### src/rtl/seq_addsub_signed.sv
// seq_addsub_signed: multi-cycle two's-complement add/sub, DIGIT bits per cycle, LSB digit first
module seq_addsub_signed #(
    parameter int WIDTH = 3,
    parameter int DIGIT = 1
) (
    input  logic             clk,
    input  logic             rst_n,
    input  logic             start,
    input  logic             sub,
    input  logic [WIDTH-1:0] a,
    input  logic [WIDTH-1:0] b,
    output logic             busy,
    output logic             done,
    output logic [WIDTH-1:0] sum,
    output logic             cout,
    output logic             overflow,
    output logic             zero
);
    localparam int STEPS = WIDTH / DIGIT;
    localparam int SW = STEPS > 1 ? $clog2(STEPS) : 1;

    if (WIDTH < 2 || WIDTH % DIGIT != 0) begin : g_bad_params
        $error("seq_addsub_signed: WIDTH must be >= 2 and a multiple of DIGIT");
    end

    typedef enum logic [1:0] {IDLE, RUN, FIN} state_t;

    state_t           state;
    logic [WIDTH-1:0] op_a, op_b, work, work_nx;
    logic             carry, last, cin_msb;
    logic [SW-1:0]    step;
    logic [DIGIT-1:0] sa, sb, ds;
    logic             dc;
    int               idx;

    // one digit slice of the ripple: operands, carry in, and the next working result
    always_comb begin
        idx = int'(step) * DIGIT;
        sa = op_a[idx +: DIGIT];
        sb = op_b[idx +: DIGIT];
        {dc, ds} = {1'b0, sa} + {1'b0, sb} + {{DIGIT{1'b0}}, carry};
        cin_msb = ds[DIGIT-1] ^ sa[DIGIT-1] ^ sb[DIGIT-1];
        last = step == SW'(STEPS - 1);
        work_nx = work;
        work_nx[idx +: DIGIT] = ds;
    end

    // control FSM with registered handshake and result outputs
    always_ff @(posedge clk or negedge rst_n) begin
        if (!rst_n) begin
            state    <= IDLE;
            op_a     <= '0;
            op_b     <= '0;
            work     <= '0;
            carry    <= 1'b0;
            step     <= '0;
            busy     <= 1'b0;
            done     <= 1'b0;
            sum      <= '0;
            cout     <= 1'b0;
            overflow <= 1'b0;
            zero     <= 1'b0;
        end else begin
            case (state)
                RUN: begin
                    work  <= work_nx;
                    carry <= dc;
                    step  <= step + 1'b1;
                    if (last) begin
                        state    <= FIN;
                        busy     <= 1'b0;
                        done     <= 1'b1;
                        sum      <= work_nx;
                        cout     <= dc;
                        overflow <= cin_msb ^ dc;
                        zero     <= ~|work_nx;
                    end
                end
                default: begin
                    done <= 1'b0;
                    if (start) begin
                        op_a  <= a;
                        op_b  <= b ^ {WIDTH{sub}};
                        carry <= sub;
                        step  <= '0;
                        busy  <= 1'b1;
                        state <= RUN;
                    end else begin
                        state <= IDLE;
                    end
                end
            endcase
        end
    end
endmodule

### config.mk
export PLATFORM = sky130hd
export DESIGN_NAME = seq_addsub_signed
export DESIGN_NICKNAME = d
export VERILOG_FILES = /design/src/rtl/seq_addsub_signed.sv
export SDC_FILE = /design/constraint.sdc
export NUM_CORES = 1
export LEC_CHECK = 0
export ABC_AREA = 1
export CORE_ASPECT_RATIO = 1.75
export CORE_MARGIN = 2
export CORE_UTILIZATION = 40
export CTS_CLUSTER_SIZE = 25
export DETAILED_ROUTE_END_ITERATION = 10
export PLACE_DENSITY = 0.77
export SLEW_MARGIN = 25
export SYNTH_ARGS = -nofsm -noshare
export SYNTH_HDL_FRONTEND = slang
export SYNTH_SLANG_ARGS = --single-unit
### constraint.sdc
create_clock -name clk -period 1.85 [get_ports clk]
set_input_delay 0.37 -clock clk [delete_from_list [all_inputs] [get_ports clk]]
set_output_delay 0.37 -clock clk [all_outputs]
set_load 0.02 [all_outputs]
==> flow_metrics.env, run 1 <==
export IMPL_fin_worst_skew_ps=1.800
export IMPL_layout_cells_non_filler=183
export IMPL_cp_slowest_stage_delay_ps=560
export IMPL_fin_crit_sh=1.054
export IMPL_drt_iter0_drc=19
export IMPL_maxCapViolCount=0
export IMPL_path_buf_inv=1
export IMPL_rows=25
export IMPL_start_util=0.4165
export IMPL_grt_max_degree=22
export IMPL_num_antenna_cells=0
export IMPL_vias_per_cell=5.098
export IMPL_vias=933
export IMPL_cts_htree_levels=1
export IMPL_vdd_drop_max_mv=1.199
export IMPL_avgSynthCellArea_um2=8.719
export IMPL_tritoncts="built"
export IMPL_wl_per_cell_um=13.52
export IMPL_synth_edf_count=0
export IMPL_syn_nets=144
export IMPL_violations="negative setup slack"
export IMPL_die_h_um=73.60
export IMPL_postSynthCellCount=127
export IMPL_drtAntennaViolNets=0
export IMPL_hold_ws_ps=445.2
export IMPL_grt_use_total=0.1744
export IMPL_cts_sinks=21
export IMPL_finalMaxSlewViolations=0
export IMPL_required_ps=2050
export IMPL_yosys_area_top_type="dfrtp_1"
export IMPL_mappedNetlistArea_um2=1107
export IMPL_power_density_nw_per_um2=1983
export IMPL_nNetsFinal=174
export IMPL_fin_crit_ps=1951
export IMPL_hp_class="in2async"
export IMPL_synth_top_area_frac=0.4746
export IMPL_status="finished with violations"
export IMPL_die_w_um=43.77
export IMPL_yosys_top_cells_area="dfrtp_1, nand2_1, ha_1"
export IMPL_layout_drive_gt1_share=0.2756
export IMPL_grt_pass1_vias=1022
export IMPL_synthArstFlopShare=1.000
export IMPL_ctsHoldBuffers=0
export IMPL_finalHoldViolCount=0
export IMPL_yosys_top_cells_count="nand2_1, dfrtp_1, inv_1"
export IMPL_tightestPinTransition_ps=266.5
export IMPL_gr_total_overflow=0
export IMPL_synth_cell_types=24
export IMPL_clk_pin_slew_ps=70
export IMPL_crit_family="adder cells"
export IMPL_rsz0062_at_grt="true"
export IMPL_cts_root_buf="clkbuf_8"
export IMPL_gp_congestion=0.8244
export IMPL_final_core_util=0.5487
export IMPL_reg2reg_slack_ps=-100
export IMPL_drt_pass1_iter_count=4
export IMPL_clockBufferDepth=2
export IMPL_worstSetupStartpointType="register"
export IMPL_crit_chain="inv_2, nand2_2, a31o_2, fa_2, nor2_2, nand3_1, nand2_2, nor2_4, nand2_1, nand2_1"
export IMPL_yosysMostFrequentCell="nand2_1"
export IMPL_place_area_um2=1364
export IMPL_dieArea_um2=3221
export IMPL_core_area_um2=2659
export IMPL_synth_ff_type="dfrtp_1"
export IMPL_num_io_pins=18
export IMPL_relSlewSlack=0.8223
export IMPL_cp_end_kind="register"
export IMPL_critPathKind="reg2reg"
export IMPL_cellLeakagePower_uw=0.0006966
export IMPL_routed_wl_um=2474
export IMPL_worstSkewPairLatency_ps=260
export IMPL_cp_arrival_ps=2150
export IMPL_ys_warnings_count=0
export IMPL_fin_area_um2=1459
export IMPL_area_growth_pct=31.75
export IMPL_portBuffers=17
export IMPL_crit_path_max_fanout=5
export IMPL_drt_drc_violations_left=0
export IMPL_fin_ws_ps=-100.6
export IMPL_dp_cells=178
export IMPL_synth_seq_cells=21
export IMPL_ys_seq_area_frac=0.4746
export IMPL_cts_buffers=3
export IMPL_antenna_found_initial=0
export IMPL_setup_viol=7
export IMPL_dp_hpwl_um=1925
export IMPL_slowest_stage="fa_2"
export IMPL_max_freq_mhz=512.7
export IMPL_grt_pass1_wl_um=4160
metal layers:
metal	share of wire	track usage
met5	0	0
met4	0.044	0.1111
met3	0.026	0.03194
met2	0.58	0.3219
met1	0.35	0.1683
final cells by class:
| class | instances | area [um2] |
|---|---|---|
| Clock buffer | 4 | 45.04 |
| Fill cell | 223 | 1200 |
| Inverter | 20 | 75.07 |
| Multi-Input combinational cell | 86 | 549.3 |
| Sequential cell | 21 | 525.5 |
| Tap cell | 27 | 33.78 |
| Timing Repair Buffer | 25 | 230.2 |
path summary, 6_finish.rpt:
path | from | endpoint | cells after the start
worst max-delay path | step[0] | zero | 10
worst max register to register | step[0] | zero | 10
min in group clk | sum[0] | sum[0] | 2
worst min-delay path | rst_n | step[0] | 2
worst min register to register | sum[0] | sum[0] | 2
max in group asynchronous | rst_n | work[2] | 2
power by group:
| group | switching [uW] | internal [uW] | total, uW |
|---|---|---|---|
| Sequential | 132 | 677 | 809 |
| Clock | 147 | 153 | 300 |
| Combinational | 1050 | 736 | 1780 |
| Total | 1330 | 1570 | 2890 |
layout by cell type, fill, tap and decap left out, types with 4 or more instances in the layout:
| cell | instances |
|---|---|
| nor2_2 | 4 |
| buf_4 | 8 |
| dfrtp_1 | 21 |
| nand2_2 | 11 |
| nand2_1 | 28 |
| nor2_1 | 5 |
| inv_2 | 5 |
| o21ai_0 | 7 |
| clkdlybuf4s50_1 | 17 |
| ha_1 | 6 |
| inv_1 | 15 |
stage by stage:
| stage | setup slack [ps] | power [uW] | setup TNS (ps) |
|---|---|---|---|
| 3_5_place_dp | -95.98 | 2408 | -169.5 |
| 5_1_grt | -160.7 | 3119 | -739.9 |
| 6_report | -100.6 | 2893 | -395.6 |
| 4_1_cts | -67.62 | 2777 | -134.5 |
| 3_3_place_gp | -18.54 | 2315 | -18.54 |
| 2_1_floorplan | -11.17 | 1858 | -11.17 |
registers in the layout (all words and copies together) (netlist names):
| signal | count |
|---|---|
| done | 1 |
| cout | 1 |
| op_b | 3 |
| zero | 1 |
| op_a | 3 |
| step | 2 |
| sum | 3 |
| overflow | 1 |
| busy | 1 |
| state | 1 |
| carry | 1 |
| work | 3 |
worst register-to-register path: cells and delay by family (launching register included):
| family | cells | cell delay, ps |
|---|---|---|
| and+or+nand+nor | 7 | 520 |
| DFF | 1 | 430 |
| AOI/OAI and AO/OA | 1 | 250 |
| buffers and inverters | 1 | 130 |
| adders and majority gates | 1 | 560 |
timing repair:
item,CTS,global route
setup endpoints to repair,5,8
pin swaps,1,6
resized for setup,4,11
buffers inserted,0,1
cell families after synthesis:
group	Yosys count	share of synthesized area
flops	21	0.4746
xor+xnor	3	0.02373
buf+inv	20	0.06779
compound gates	17	0.09717
fa+ha+maj	7	0.08587
simple gates	59	0.2509
Note: power is estimated with default switching activity, not from simulation.
==> run 2: changes to the inputs <==
--- a/config.mk
+++ b/config.mk
@@ -6,12 +6,15 @@
 export NUM_CORES = 1
 export LEC_CHECK = 0
 export ABC_AREA = 1
+export CELL_PAD_IN_SITES_DETAIL_PLACEMENT = 0
+export CELL_PAD_IN_SITES_GLOBAL_PLACEMENT = 1
 export CORE_ASPECT_RATIO = 1.75
 export CORE_MARGIN = 2
 export CORE_UTILIZATION = 40
 export CTS_CLUSTER_SIZE = 25
 export DETAILED_ROUTE_END_ITERATION = 10
-export PLACE_DENSITY = 0.77
+export PLACE_DENSITY = 0.91
+export REMOVE_ABC_BUFFERS = 1
 export SLEW_MARGIN = 25
 export SYNTH_ARGS = -nofsm -noshare
 export SYNTH_HDL_FRONTEND = slang
==> constraint.sdc (replaced) <==
create_clock -name clk -period 2.3 [get_ports clk]
set_input_delay 0.46 -clock clk [delete_from_list [all_inputs] [get_ports clk]]
set_output_delay 0.46 -clock clk [all_outputs]
set_load 0.02 [all_outputs]
==> run 2 against run 1 <==
  * The run now ends clean
  * Die area stayed put
  * First-iteration DRC count down 11%
  * Sequential cell count unchanged
  * Power down 28%
  * Combinational power down 34%
  * Non-clock buffer count fell by 7
  * Clock-buffer cell count down 1
  * Setup slack better by 310 ps
  * Worst hold slack improved by 39 ps
  * Sequential share of layout area up 2.5 points
  * Wire length is 9.9% lower
  * Global-route usage shrank 0.63 points
==> flow_metrics.env, run 2 (same netlist as run 1, synthesis figures left out) <==
export IMPL_drt_iter0_drc=17
export IMPL_worstSetupStartpointType="register"
export IMPL_clk_pin_slew_ps=70
export IMPL_worst_r2r_cell_count=10
export IMPL_fin_area_um2=1365
export IMPL_gp_congestion=0.8259
export IMPL_tritoncts="built"
export IMPL_slowest_stage="dfrtp_1"
export IMPL_core_area_um2=2659
export IMPL_finalHoldViolCount=0
export IMPL_crit_family="simple AND/OR/NAND/NOR gates"
export IMPL_fin_worst_skew_ps=1.304
export IMPL_cp_arrival_ps=2250
export IMPL_cts_sinks=21
export IMPL_area_growth_pct=23.28
export IMPL_routed_wl_um=2230
export IMPL_crit_path_max_fanout=10
export IMPL_status="finished clean"
export IMPL_layout_drive_gt1_share=0.1745
export IMPL_holdPathStages=2
export IMPL_drt_drc_violations_left=0
export IMPL_crit_path_frequent_cell="nand2_1"
export IMPL_die_h_um=73.60
export IMPL_fin_crit_ps=2088
export IMPL_cts_buffers=3
export IMPL_relSlewSlack=0.8239
export IMPL_fin_tns_setup_ps=0
export IMPL_power_density_nw_per_um2=1522
export IMPL_grt_pass1_vias=945
export IMPL_place_area_um2=1319
export IMPL_tightestPinTransition_ps=264.2
export IMPL_vdd_drop_max_mv=0.8332
export IMPL_antenna_found_initial=0
export IMPL_wl_per_cell_um=12.67
export IMPL_num_antenna_cells=0
export IMPL_rsz0062_at_grt="false"
export IMPL_path_buf_inv=1
export IMPL_post_cts_setup_buffer_count=0
export IMPL_cp_end_kind="register"
export IMPL_cts_htree_levels=1
export IMPL_ctsHoldBuffers=0
export IMPL_required_ps=2460
export IMPL_max_freq_mhz=478.9
export IMPL_pwr_share_comb=0.567
export IMPL_worstSkewPairLatency_ps=260
export IMPL_vias=870
export IMPL_p_switching_uw=949.6
export IMPL_layout_common_cells="nand2_1, dfrtp_1, clkdlybuf4s50_1"
export IMPL_start_util=0.4165
export IMPL_finalMaxSlewViolations=0
export IMPL_dieArea_um2=3221
export IMPL_totalPowerFinal_uw=2078
export IMPL_gr_total_overflow=0
export IMPL_final_common_cell="nand2_1"
export IMPL_ctsResizeCount=0
export IMPL_die_w_um=43.77
export IMPL_switching_share=0.4570
export IMPL_setup_viol=0
export IMPL_hp_class="reg2reg"
export IMPL_cellLeakagePower_uw=0.0006642
export IMPL_grt_max_degree=22
export IMPL_hold_ws_ps=484.6
export IMPL_dp_hpwl_um=1814
export IMPL_portBuffers=17
export IMPL_final_core_util=0.5134
export IMPL_intPower_uw=1129
export IMPL_crit_chain="inv_2, nand2_1, a31o_2, fa_1, nor2_1, nand3_1, nand2_1, nor2_1, nand2_1, nand2_1"
export IMPL_grt_use_total=0.1681
export IMPL_drt_pass1_iter_count=5
export IMPL_num_io_pins=18
export IMPL_p_seq_frac=0.316
export IMPL_clockBufferDepth=2
export IMPL_fin_crit_sh=0.9079
export IMPL_p_clk_frac=0.117
export IMPL_worst_path_stages=10
export IMPL_rows=25
export IMPL_nNetsFinal=167
export IMPL_vias_per_cell=4.943
export IMPL_grt_pass1_wl_um=3995
export IMPL_critPathKind="reg2reg"
export IMPL_maxCapViolCount=0
export IMPL_cts_root_buf="clkbuf_8"
export IMPL_drtAntennaViolNets=0
export IMPL_cp_slowest_stage_delay_ps=450
==> run 2: changes by cell type in the layout (fill, tap and decap cells not counted), sizes merged <==
cell    previous run  this run
clkinv             0         1
clkbuf             4         3
buf                8         1
==> run 2: power by group through the flow <==
stage                     combinational [uW]  clock (uW)  sequential, uW
after global placement                  1150           0             656
final                                   1180         244             657
after floorplan                          777           0             718
after CTS                               1200         248             658
after detailed placement                1190           0             665
after global routing                    1340         267             682
==> run 2: through the flow <==
step | setup WS, ps | instances
2_1_floorplan | 438.8 | 127
3_3_place_gp | 294.1 | 172
3_5_place_dp | 231.4 | 172
4_1_cts | 222.7 | 176
5_1_grt | 59.17 | 176
6_report | 211.7 | 176
==> run 2: cell type report <==
type | count | area (um2)
inverters | 20 | 75.07
fillers | 250 | 1294
repair buffers | 18 | 177.7
multi-input cells | 86 | 506.7
clock buffers | 3 | 41.29
clock inverters | 1 | 5.005
well taps | 27 | 33.78
flip-flops and latches | 21 | 525.5
==> run 2: final timing paths <==
path	slack (ps)	from	to
worst max-delay path	210	step[0]	zero
worst min-delay path	480	sum[0]	sum[0]
worst max register to register	210	step[0]	zero
worst min register to register	480	sum[0]	sum[0]
max in group asynchronous	1550	rst_n	op_a[2]
min in group asynchronous	540	rst_n	work[0]
==> run 2: per-layer routing <==
layer | vias to the layer above | track usage | wire length (um)
met5 | - | 0 | 0
met1 | 411 | 0.1703 | 792
met3 | 5 | 0.01474 | 58
met2 | 18 | 0.3203 | 1322
li1 | 436 | - | -
met4 | 0 | 0.09091 | 57
==> run 2: tightest hold or removal path: cells and delay by family (launching register included) <==
| kind | cells | cell delay, ps |
|---|---|---|
| simple gates | 2 | 100 |
| flops | 1 | 350 |
==> run 3: changes to the inputs <==
==> config.mk (replaced) <==
export PLATFORM = sky130hd
export DESIGN_NAME = seq_addsub_signed
export DESIGN_NICKNAME = d
export VERILOG_FILES = /design/src/rtl/seq_addsub_signed.sv
export SDC_FILE = /design/constraint.sdc
export NUM_CORES = 1
export LEC_CHECK = 0
export ABC_AREA = 1
export CORE_ASPECT_RATIO = 1.75
export CORE_MARGIN = 2
export CORE_UTILIZATION = 40
export CTS_CLUSTER_SIZE = 25
export DETAILED_ROUTE_END_ITERATION = 10
export GPL_ROUTABILITY_DRIVEN = 0
export PLACE_DENSITY = 0.75
export REMOVE_ABC_BUFFERS = 1
export SLEW_MARGIN = 0
export SYNTH_ARGS = -nofsm -noshare
export SYNTH_HDL_FRONTEND = slang
export SYNTH_SLANG_ARGS = --single-unit
==> run 3 against run 2 <==
  * Non-clock buffer count did not move
  * Clock-buffer cell count did not move
  * First-iteration DRC count rose by 47%
  * Wire length fell by 2.8%
  * Utilization did not move
  * Largest cell class unchanged
  * Clock power barely moved
  * Sequential share of layout area did not move
==> flow_metrics.env, run 3 (same netlist as run 1, synthesis figures left out) <==
export IMPL_status="finished clean"
export IMPL_num_io_pins=18
export IMPL_seq_area_um2=525.5
export IMPL_clockBufferDepth=2
export IMPL_switching_share=0.4582
export IMPL_holdPathStages=2
export IMPL_clk_pin_slew_ps=80
export IMPL_finalHoldViolCount=0
export IMPL_rsz0062_at_grt="false"
export IMPL_r2r_start="step[0]"
export IMPL_cts_htree_levels=1
export IMPL_fin_tns_setup_ps=0
export IMPL_intPower_uw=1126
export IMPL_hp_class="reg2reg"
export IMPL_start_util=0.4165
export IMPL_required_ps=2510
export IMPL_gr_total_overflow=0
export IMPL_cp_arrival_ps=2310
export IMPL_layout_drive_gt1_share=0.1745
export IMPL_vias=859
export IMPL_ctsHoldBuffers=0
export IMPL_drt_pass1_iter_count=3
export IMPL_p_switching_uw=952.6
export IMPL_p_clk_frac=0.118
export IMPL_num_antenna_cells=0
export IMPL_area_growth_pct=23.28
export IMPL_pwr_share_comb=0.565
export IMPL_wl_per_cell_um=12.31
export IMPL_antenna_found_initial=0
export IMPL_power_density_nw_per_um2=1523
export IMPL_tritoncts="built"
export IMPL_drt_iter0_drc=25
export IMPL_relSlewSlack=0.8212
export IMPL_grt_pass1_vias=911
export IMPL_min_from="sum[2]"
export IMPL_die_h_um=73.60
export IMPL_vias_per_cell=4.881
export IMPL_rows=25
export IMPL_routed_wl_um=2167
export IMPL_post_cts_setup_buffer_count=0
export IMPL_worstSkewPairLatency_ps=270
export IMPL_cts_buffers=3
export IMPL_grt_max_degree=22
export IMPL_layout_common_cells="nand2_1, dfrtp_1, clkdlybuf4s50_1"
export IMPL_cts_root_buf="clkbuf_8"
export IMPL_dieArea_um2=3221
export IMPL_maxCapViolCount=0
export IMPL_multiInputGateArea_um2=506.7
export IMPL_worstSetupStartpointType="register"
export IMPL_ctsResizeCount=0
export IMPL_final_common_cell="nand2_1"
export IMPL_cp_end_kind="register"
export IMPL_fin_worst_skew_ps=4.513
export IMPL_vdd_drop_max_mv=0.8564
export IMPL_nNetsFinal=167
export IMPL_portBuffers=17
export IMPL_critPathKind="reg2reg"
export IMPL_max_freq_mhz=477.3
export IMPL_finalMaxSlewViolations=0
export IMPL_fin_crit_ps=2095
export IMPL_worstSetupStartpoint="step[0]"
export IMPL_crit_path_max_fanout=10
export IMPL_cellLeakagePower_uw=0.0006642
export IMPL_grt_use_total=0.1601
export IMPL_drtAntennaViolNets=0
export IMPL_p_seq_frac=0.316
export IMPL_die_w_um=43.77
export IMPL_setup_viol=0
export IMPL_nFillCells=242
export IMPL_tightestPinTransition_ps=268.2
export IMPL_grt_pass1_wl_um=3753
export IMPL_core_area_um2=2659
export IMPL_hold_ws_ps=484.6
export IMPL_dp_hpwl_um=1667
export IMPL_worst_r2r_cell_count=11
export IMPL_cts_sinks=21
export IMPL_fin_crit_sh=0.9109
export IMPL_drt_drc_violations_left=0
-- run 3: per-stage QoR --
stage	instances	util	setup slack (ps)	cell area, um2	power (uW)
CTS	176	0.5134	223.2	1365	2098
finish	176	0.5134	204.9	1365	2079
global placement	172	0.4960	306.7	1319	1794
detailed placement	172	0.4960	249.8	1319	1837
floorplan	127	-	438.8	1107	1495
global route	176	0.5134	15.17	1365	2270
-- run 3: layout make-up --
type                    count  area share
flip-flops and latches     21      0.3850
clock inverters             1    0.003666
clock buffers               3     0.03025
multi-input cells          86      0.3712
inverters                  20     0.05500
repair buffers             18      0.1302
well taps                  27     0.02475
-- run 3: worst max-delay path, cell delays in order, from the launching register on --
cell and delay, ps:
dfrtp_1 460, inv_2 200, nand3_1 150, nand2_2 130, inv_1 60, fa_1 520
nor2_1 60, nand3_1 70, nand2_1 80, nor2_1 180, nand2_1 80, nand2_1 50
-- run 3: path summary, 6_finish.rpt --
kind | to | slack (ps)
worst max register to register | zero | 200
worst max-delay path | zero | 200
worst min register to register | sum[2] | 480
worst min-delay path | sum[2] | 480
min in group asynchronous | cout | 530
max in group asynchronous | work[2] | 1560
-- run 3: power groups by stage --
stage               Combinational [uW]  Sequential (uW)  Clock, uW
floorplan                          777              718          0
global placement                  1140              656          0
detailed placement                1180              661          0
CTS                               1190              658        253
global route                      1320              679        266
finish                            1180              658        246
-- run 3: metal layers --
metal	vias to the layer above	track usage	routed length, um
met5	-	0	0
met3	7	0.01966	60
met4	0	0.1178	96
met1	394	0.1546	754
met2	20	0.2941	1256
li1	438	-	-
